==> config.mk <==
export PLATFORM = sky130hd
export DESIGN_NAME = s0_rs_enc
export DESIGN_NICKNAME = d
export VERILOG_FILES = /design/src/rtl/rs_gf_pkg.sv /design/src/rtl/gf2m8_multi.sv /design/src/rtl/s0_rs_enc.sv
export SDC_FILE = /design/constraint.sdc
export NUM_CORES = 1
export LEC_CHECK = 0
export ABC_AREA = 1
export BUFFER_PORTS_ARGS = -buffer_cell sky130_fd_sc_hd__clkbuf_2
export CAP_MARGIN = 5
export CORE_UTILIZATION = 25
export CTS_BUF_LIST = sky130_fd_sc_hd__clkbuf_4
export DETAILED_ROUTE_END_ITERATION = 7
export PLACE_DENSITY = 0.43
export SYNTH_ARGS = -nofsm -noshare
export SYNTH_HDL_FRONTEND = slang
export SYNTH_SLANG_ARGS = --single-unit
==> constraint.sdc <==
create_clock -name clk -period 2.14 [get_ports clk]
set_input_delay 0.214 -clock clk [delete_from_list [all_inputs] [get_ports clk]]
set_output_delay 0.214 -clock clk [all_outputs]
set_load 0.01 [all_outputs]
==> src/rtl/rs_gf_pkg.sv <==
// GF(2^8) constants, generator coefficients and state encoding shared by the
// Reed-Solomon encoder and decoder blocks.
package rs_gf_pkg;

  localparam logic [8:0] GF_POLY = 9'h11D;
  localparam int         NPAR    = 4;

  // g(x) = x^4 + G3*x^3 + G2*x^2 + G1*x + G0, roots alpha^0..alpha^3
  localparam logic [7:0] G0 = 8'h40;
  localparam logic [7:0] G1 = 8'h78;
  localparam logic [7:0] G2 = 8'h36;
  localparam logic [7:0] G3 = 8'h0F;
  localparam logic [NPAR*8-1:0] GEN_PACKED = {G3, G2, G1, G0};

  typedef enum logic {
    ST_MSG = 1'b0,
    ST_PAR = 1'b1
  } enc_state_t;

  // Shift-and-add multiply, reducing by the field polynomial at each step.
  function automatic logic [7:0] gf_mul(input logic [7:0] a, input logic [7:0] b);
    logic [7:0] acc;
    logic [7:0] sh;
    acc = '0;
    sh  = a;
    for (int i = 0; i < 8; i++) begin
      if (b[i]) acc = acc ^ sh;
      sh = {sh[6:0], 1'b0} ^ (sh[7] ? GF_POLY[7:0] : 8'h00);
    end
    return acc;
  endfunction

endpackage

==> src/rtl/gf2m8_multi.sv <==
// Combinational GF(2^8) general multiplier over the 0x11D field.
module gf2m8_multi
  import rs_gf_pkg::*;
(
  input  logic [7:0] i_a,
  input  logic [7:0] i_b,
  output logic [7:0] o_p
);

  assign o_p = gf_mul(i_a, i_b);

endmodule

==> src/rtl/s0_rs_enc.sv <==
// Systematic RS(N, N-4) encoder: message symbols pass straight through, then
// the four LFSR parity symbols are shifted out behind them.
module s0_rs_enc
  import rs_gf_pkg::*;
#(
  parameter int N = 255
) (
  input  logic       clk,
  input  logic       rst,
  input  logic       in_valid,
  input  logic [7:0] in_data,
  output logic       in_ready,
  output logic       out_valid,
  output logic [7:0] out_data,
  output logic       out_par,
  output logic       out_last,
  input  logic       out_ready
);

  localparam int K  = N - NPAR;
  localparam int CW = $clog2(N);

  enc_state_t             r_state;
  logic [CW-1:0]          r_cnt;
  logic [1:0]             r_pcnt;
  logic [NPAR-1:0][7:0]   r_par;
  logic [7:0]             r_out_data;
  logic                   r_out_valid;
  logic                   r_out_par;
  logic                   r_out_last;

  logic                   w_out_en;
  logic                   w_accept;
  logic [7:0]             w_fb;
  logic [NPAR-1:0][7:0]   w_prod;

  assign w_out_en = out_ready | ~r_out_valid;
  assign in_ready = ~rst & (r_state == ST_MSG) & w_out_en;
  assign w_accept = in_valid & in_ready;
  assign w_fb     = in_data ^ r_par[NPAR-1];

  genvar gi;
  generate
    for (gi = 0; gi < NPAR; gi++) begin : g_mul
      gf2m8_multi u_mul (
        .i_a (w_fb),
        .i_b (GEN_PACKED[gi*8 +: 8]),
        .o_p (w_prod[gi])
      );
    end
  endgenerate

  always_ff @(posedge clk) begin
    if (rst) begin
      r_state     <= ST_MSG;
      r_cnt       <= '0;
      r_pcnt      <= '0;
      r_par       <= '0;
      r_out_data  <= '0;
      r_out_valid <= 1'b0;
      r_out_par   <= 1'b0;
      r_out_last  <= 1'b0;
    end else if (w_out_en) begin
      r_out_valid <= 1'b0;
      case (r_state)
        ST_MSG: begin
          if (w_accept) begin
            r_out_data  <= in_data;
            r_out_valid <= 1'b1;
            r_out_par   <= 1'b0;
            r_out_last  <= 1'b0;
            r_par[0]    <= w_prod[0];
            for (int i = 1; i < NPAR; i++) begin
              r_par[i] <= r_par[i-1] ^ w_prod[i];
            end
            if (r_cnt == CW'(K - 1)) begin
              r_state <= ST_PAR;
              r_cnt   <= '0;
            end else begin
              r_cnt <= r_cnt + 1'b1;
            end
          end
        end
        ST_PAR: begin
          r_out_data  <= r_par[NPAR-1];
          r_out_valid <= 1'b1;
          r_out_par   <= 1'b1;
          r_out_last  <= (r_pcnt == 2'd3);
          // Zero fill leaves the LFSR clear once the last parity leaves.
          r_par       <= {r_par[NPAR-2:0], 8'h00};
          if (r_pcnt == 2'd3) begin
            r_state <= ST_MSG;
            r_pcnt  <= '0;
          end else begin
            r_pcnt <= r_pcnt + 1'b1;
          end
        end
        default: r_state <= ST_MSG;
      endcase
    end
  end

  assign out_valid = r_out_valid;
  assign out_data  = r_out_data;
  assign out_par   = r_out_par;
  assign out_last  = r_out_last;

endmodule

==> out/summary.md <==
The flow ran to the end, and the final reports show no timing, DRC or antenna violations. For this design the static power due to leakage is 2.121 nW. Setup-violating endpoint count in the final report: 0. In the synthesized netlist, the number of instances is 574. Setup repair after global routing left no endpoint under its margin. The primary flip-flop cell chosen by synthesis mapping is sky130_fd_sc_hd__dfxtp_1. Timing would allow up to 515.1 MHz.

The final weighted congestion in routability-driven placement is 0.8507, and the detailed-route wire length per cell is 12.94 µm. The longest clock path from root to sink contains 2 buffers. The maximum number of pins on one net before global-route repair was 40.

For the yosys synthesis warning count, the log shows 0. The number of flops mapped to enable cells by yosys is 0. The run gives 5 as the TritonCTS buffer count.

The number of antenna violations at the first check in global routing was 0. A synthesized cell averages 6.236 µm². In the final timing run, aggregate negative setup slack is 0 ns.

Of all nets on the critical path, the largest fanout is 7. The first global-routing pass estimated 16.90 mm of wire. IR analysis of the VDD net gives a maximum drop of 0.3550 mV. The worst slew margin relative to its limit came out at 68.82%. Registers are responsible for 36.9% of the overall power.

The tools report the endpoint class of the critical path as a flip-flop. Counting flops with an async set or reset pin after synthesis yields a share of 0%. The wire-length estimate of the detail-placed layout is 7.567 mm. For the number of global-route vias before repair, the log shows 3303. The tools report the count of antenna-violating nets left after detailed routing as 0. The tools report the portion of total power attributed to the clock network as 20.5%. During placement, the flow inserted port buffers numbering 23.

Dividing the detail-routed via count by the number of cells gives 4.499. The count of nets after finishing is 617, and the final core utilization is 29.22%. The die covers 14800 µm².

The run gives 0 as the number of buffers inserted by post-CTS setup repair. The run gives 0 as the number of hold violations in the final report. TritonCTS built the clock tree. The cell sitting at the root of the clock tree is a sky130_fd_sc_hd__clkbuf_4. STA classifies the critical path startpoint as a flip-flop. The distinct cell type count after synthesis was 30; the number of diodes added for antenna fixing was 0.

The period utilization was 90.73%. The clock reaches the later pin of the worst-skew pair after 0.42 ns. In this run the most critical hold path is launched from in_data[2]. The run gives 0 as the count of maximum capacitance violations.

The net count after synthesis is 589, and the starting density of the core is 25.69%. CTS saw 54 sinks. In this run, post-CTS hold repair placed 0 buffers. The min-delay analysis places its worst path in the category in2reg.

The overall global routing resource usage was 14.83%; the overall die width was 121.7 µm. Before antenna repair, the detailed router went through 4 iterations. The areal power density over the cells was 762.2 nW/µm²; the fraction of power spent switching nets was 42.02%. After synthesis the netlist holds a flip-flop and latch count of 54.

The number of top-level design ports is 24, and the sequential area share after synthesis is 30.20%. Across the routed clock network, the largest skew measured is 0.008145 ns. The run gives 10.13 mm as the final wirelength. Of the cells placed in the final design, the portion with a size suffix greater than 1 is 15.26%.

The required time of the critical path was 2.49 ns; the detailed-route DRC error count was 0. Row generation in the floorplan step produced 43 rows. Design internal power: 1.799 mW.

STA puts the critical path data arrival time at 2.29 ns. The total overflow left after global routing is 0. The floorplan step defined a core boundary enclosing 13930 µm². Detailed routing inserted a total of 3523 vias.

The net switching component of the power is 1.304 mW, and the count of routing violations after the opening detailed-route iteration is 198. The tools report the start point of the critical path as r_par[26]$_SDFFE_PP0P_. In this run, the combinational gates consume 42.6% of the power. The minimum clock period is 1.942 ns. The register clock-pin slew on the reported worst setup and hold paths is 0.18 ns. In this run the vertical extent of the chip is 121.7 µm. The growth of design area from synthesis to finish is 13.74%, and the measured slew at the worst slew-check pin is 0.4677 ns. The worst setup path is of the reg2reg kind. Beginning of the worst register-to-register path: r_par[26]$_SDFFE_PP0P_.

Final max-slew violation count: 0. The netlist area before placement came out at 3580 µm². In this run the number of H-tree levels came out at 2.
==> registers in the layout (all words and copies together), names as in the netlist <==
signal	count
out_par	1
r_pcnt	2
r_cnt	8
out_valid	1
r_par	32
r_state	1
out_last	1
out_data	8
==> power groups by stage <==
stage / Clock (mW) / Combinational (mW) / Sequential [mW]
2_1_floorplan: 0 / 0.977 / 1.15
3_3_place_gp: 0 / 1.30 / 1.16
3_5_place_dp: 0 / 1.30 / 1.16
4_1_cts: 0.666 / 1.31 / 1.14
5_1_grt: 0.693 / 1.51 / 1.16
6_report: 0.635 / 1.32 / 1.15
==> through the flow <==
step | setup slack (ns) | total power, mW | std cells | hold WS (ns) | area, µm²
finish | 0.1985 | 3.103 | 783 | 0.06941 | 4071
global route | 0.01548 | 3.364 | 783 | 0.04839 | 4071
CTS | 0.09043 | 3.117 | 783 | 0.03928 | 4019
detailed placement | 0.1218 | 2.464 | 775 | 0.4409 | 3938
global placement | 0.1165 | 2.462 | 775 | 0.4408 | 3938
floorplan | 0.3415 | 2.130 | 574 | 0.3749 | 3580
==> cells by family after synthesis <==
| group | share of synthesized area (%) |
|---|---|
| simple gates | 38.76 |
| flops | 30.20 |
| compound gates | 11.67 |
| buf+inv | 10.07 |
| fa+ha+maj | 1.049 |
| xor+xnor | 8.249 |
==> worst max-delay path, cell delays in order, from the launching register on <==
cell and delay [ns]:
sky130_fd_sc_hd__dfxtp_2 0.38, sky130_fd_sc_hd__xnor2_1 0.27, sky130_fd_sc_hd__nand2_2 0.14, sky130_fd_sc_hd__nand2_4 0.15
sky130_fd_sc_hd__buf_4 0.15, sky130_fd_sc_hd__xor2_1 0.21, sky130_fd_sc_hd__nand2_1 0.08, sky130_fd_sc_hd__nand3_1 0.09
sky130_fd_sc_hd__xor2_1 0.22, sky130_fd_sc_hd__a21o_1 0.14, sky130_fd_sc_hd__inv_1 0.03
==> per-layer routing <==
metal	share of wire, %	track usage [%]	vias up
li1	-	-	1869
met1	51	19.94	1612
met2	46	24.40	36
met3	2.0	2.669	6
met4	0.95	3.549	0
met5	0	0	-
==> timing repair <==
action,in CTS,in global routing
resized for setup,0,13
setup endpoints to repair,0,13
hold endpoints to repair,0,0
==> layout by cell type (no fill, tap or decap), types with 8 or more instances in the layout <==
cell type | Yosys | layout
sky130_fd_sc_hd__nand2_1 | 226 | 222
sky130_fd_sc_hd__inv_1 | 60 | 60
sky130_fd_sc_hd__dfxtp_1 | 54 | 49
sky130_fd_sc_hd__nand3_1 | 45 | 45
sky130_fd_sc_hd__o21ai_0 | 34 | 34
sky130_fd_sc_hd__a21oi_1 | 24 | 24
sky130_fd_sc_hd__clkbuf_2 | 0 | 23
sky130_fd_sc_hd__nand2_2 | 19 | 22
sky130_fd_sc_hd__xor2_1 | 24 | 22
sky130_fd_sc_hd__buf_4 | 1 | 15
sky130_fd_sc_hd__nor2_1 | 11 | 11
sky130_fd_sc_hd__a31oi_1 | 9 | 9
sky130_fd_sc_hd__inv_2 | 8 | 8
==> area by class of cell <==
cell class,instances,area [µm²]
repair buffers,38,227.7
well taps,180,225.2
clock buffers,5,37.54
inverters,70,262.8
flip-flops and latches,54,1087
clock inverters,3,43.79
fillers,1554,9863
multi-input cells,433,2187
==> cells in the mapped netlist, drive strengths merged (3+ instances only) <==
library cell | n | area [µm²]
nand2 | 249 | 1012
inv | 68 | 255.3
dfxtp | 54 | 1081
nand3 | 46 | 235.2
o21ai | 34 | 170.2
xor2 | 25 | 226.5
a21oi | 24 | 120.1
nor2 | 11 | 41.29
clkbuf | 10 | 37.54
a31oi | 9 | 56.30
buf | 7 | 60.06
xnor2 | 7 | 68.82
nand4 | 6 | 37.54
nor3 | 5 | 25.02
o211ai | 5 | 37.54
nand3b | 4 | 30.03
ha | 3 | 37.54
==> final timing paths <==
path / slack, ns / cells after the start / to
worst max-delay path: 0.20 / 10 / r_par[22]$_SDFFE_PP0P_
worst min-delay path: 0.07 / 3 / out_data[2]$_SDFFE_PP0P_
worst min register to register: 0.46 / 1 / r_cnt[7]$_SDFFE_PP0P_
worst max register to register: 0.20 / 10 / r_par[22]$_SDFFE_PP0P_
(Power assumes the default switching activity.)
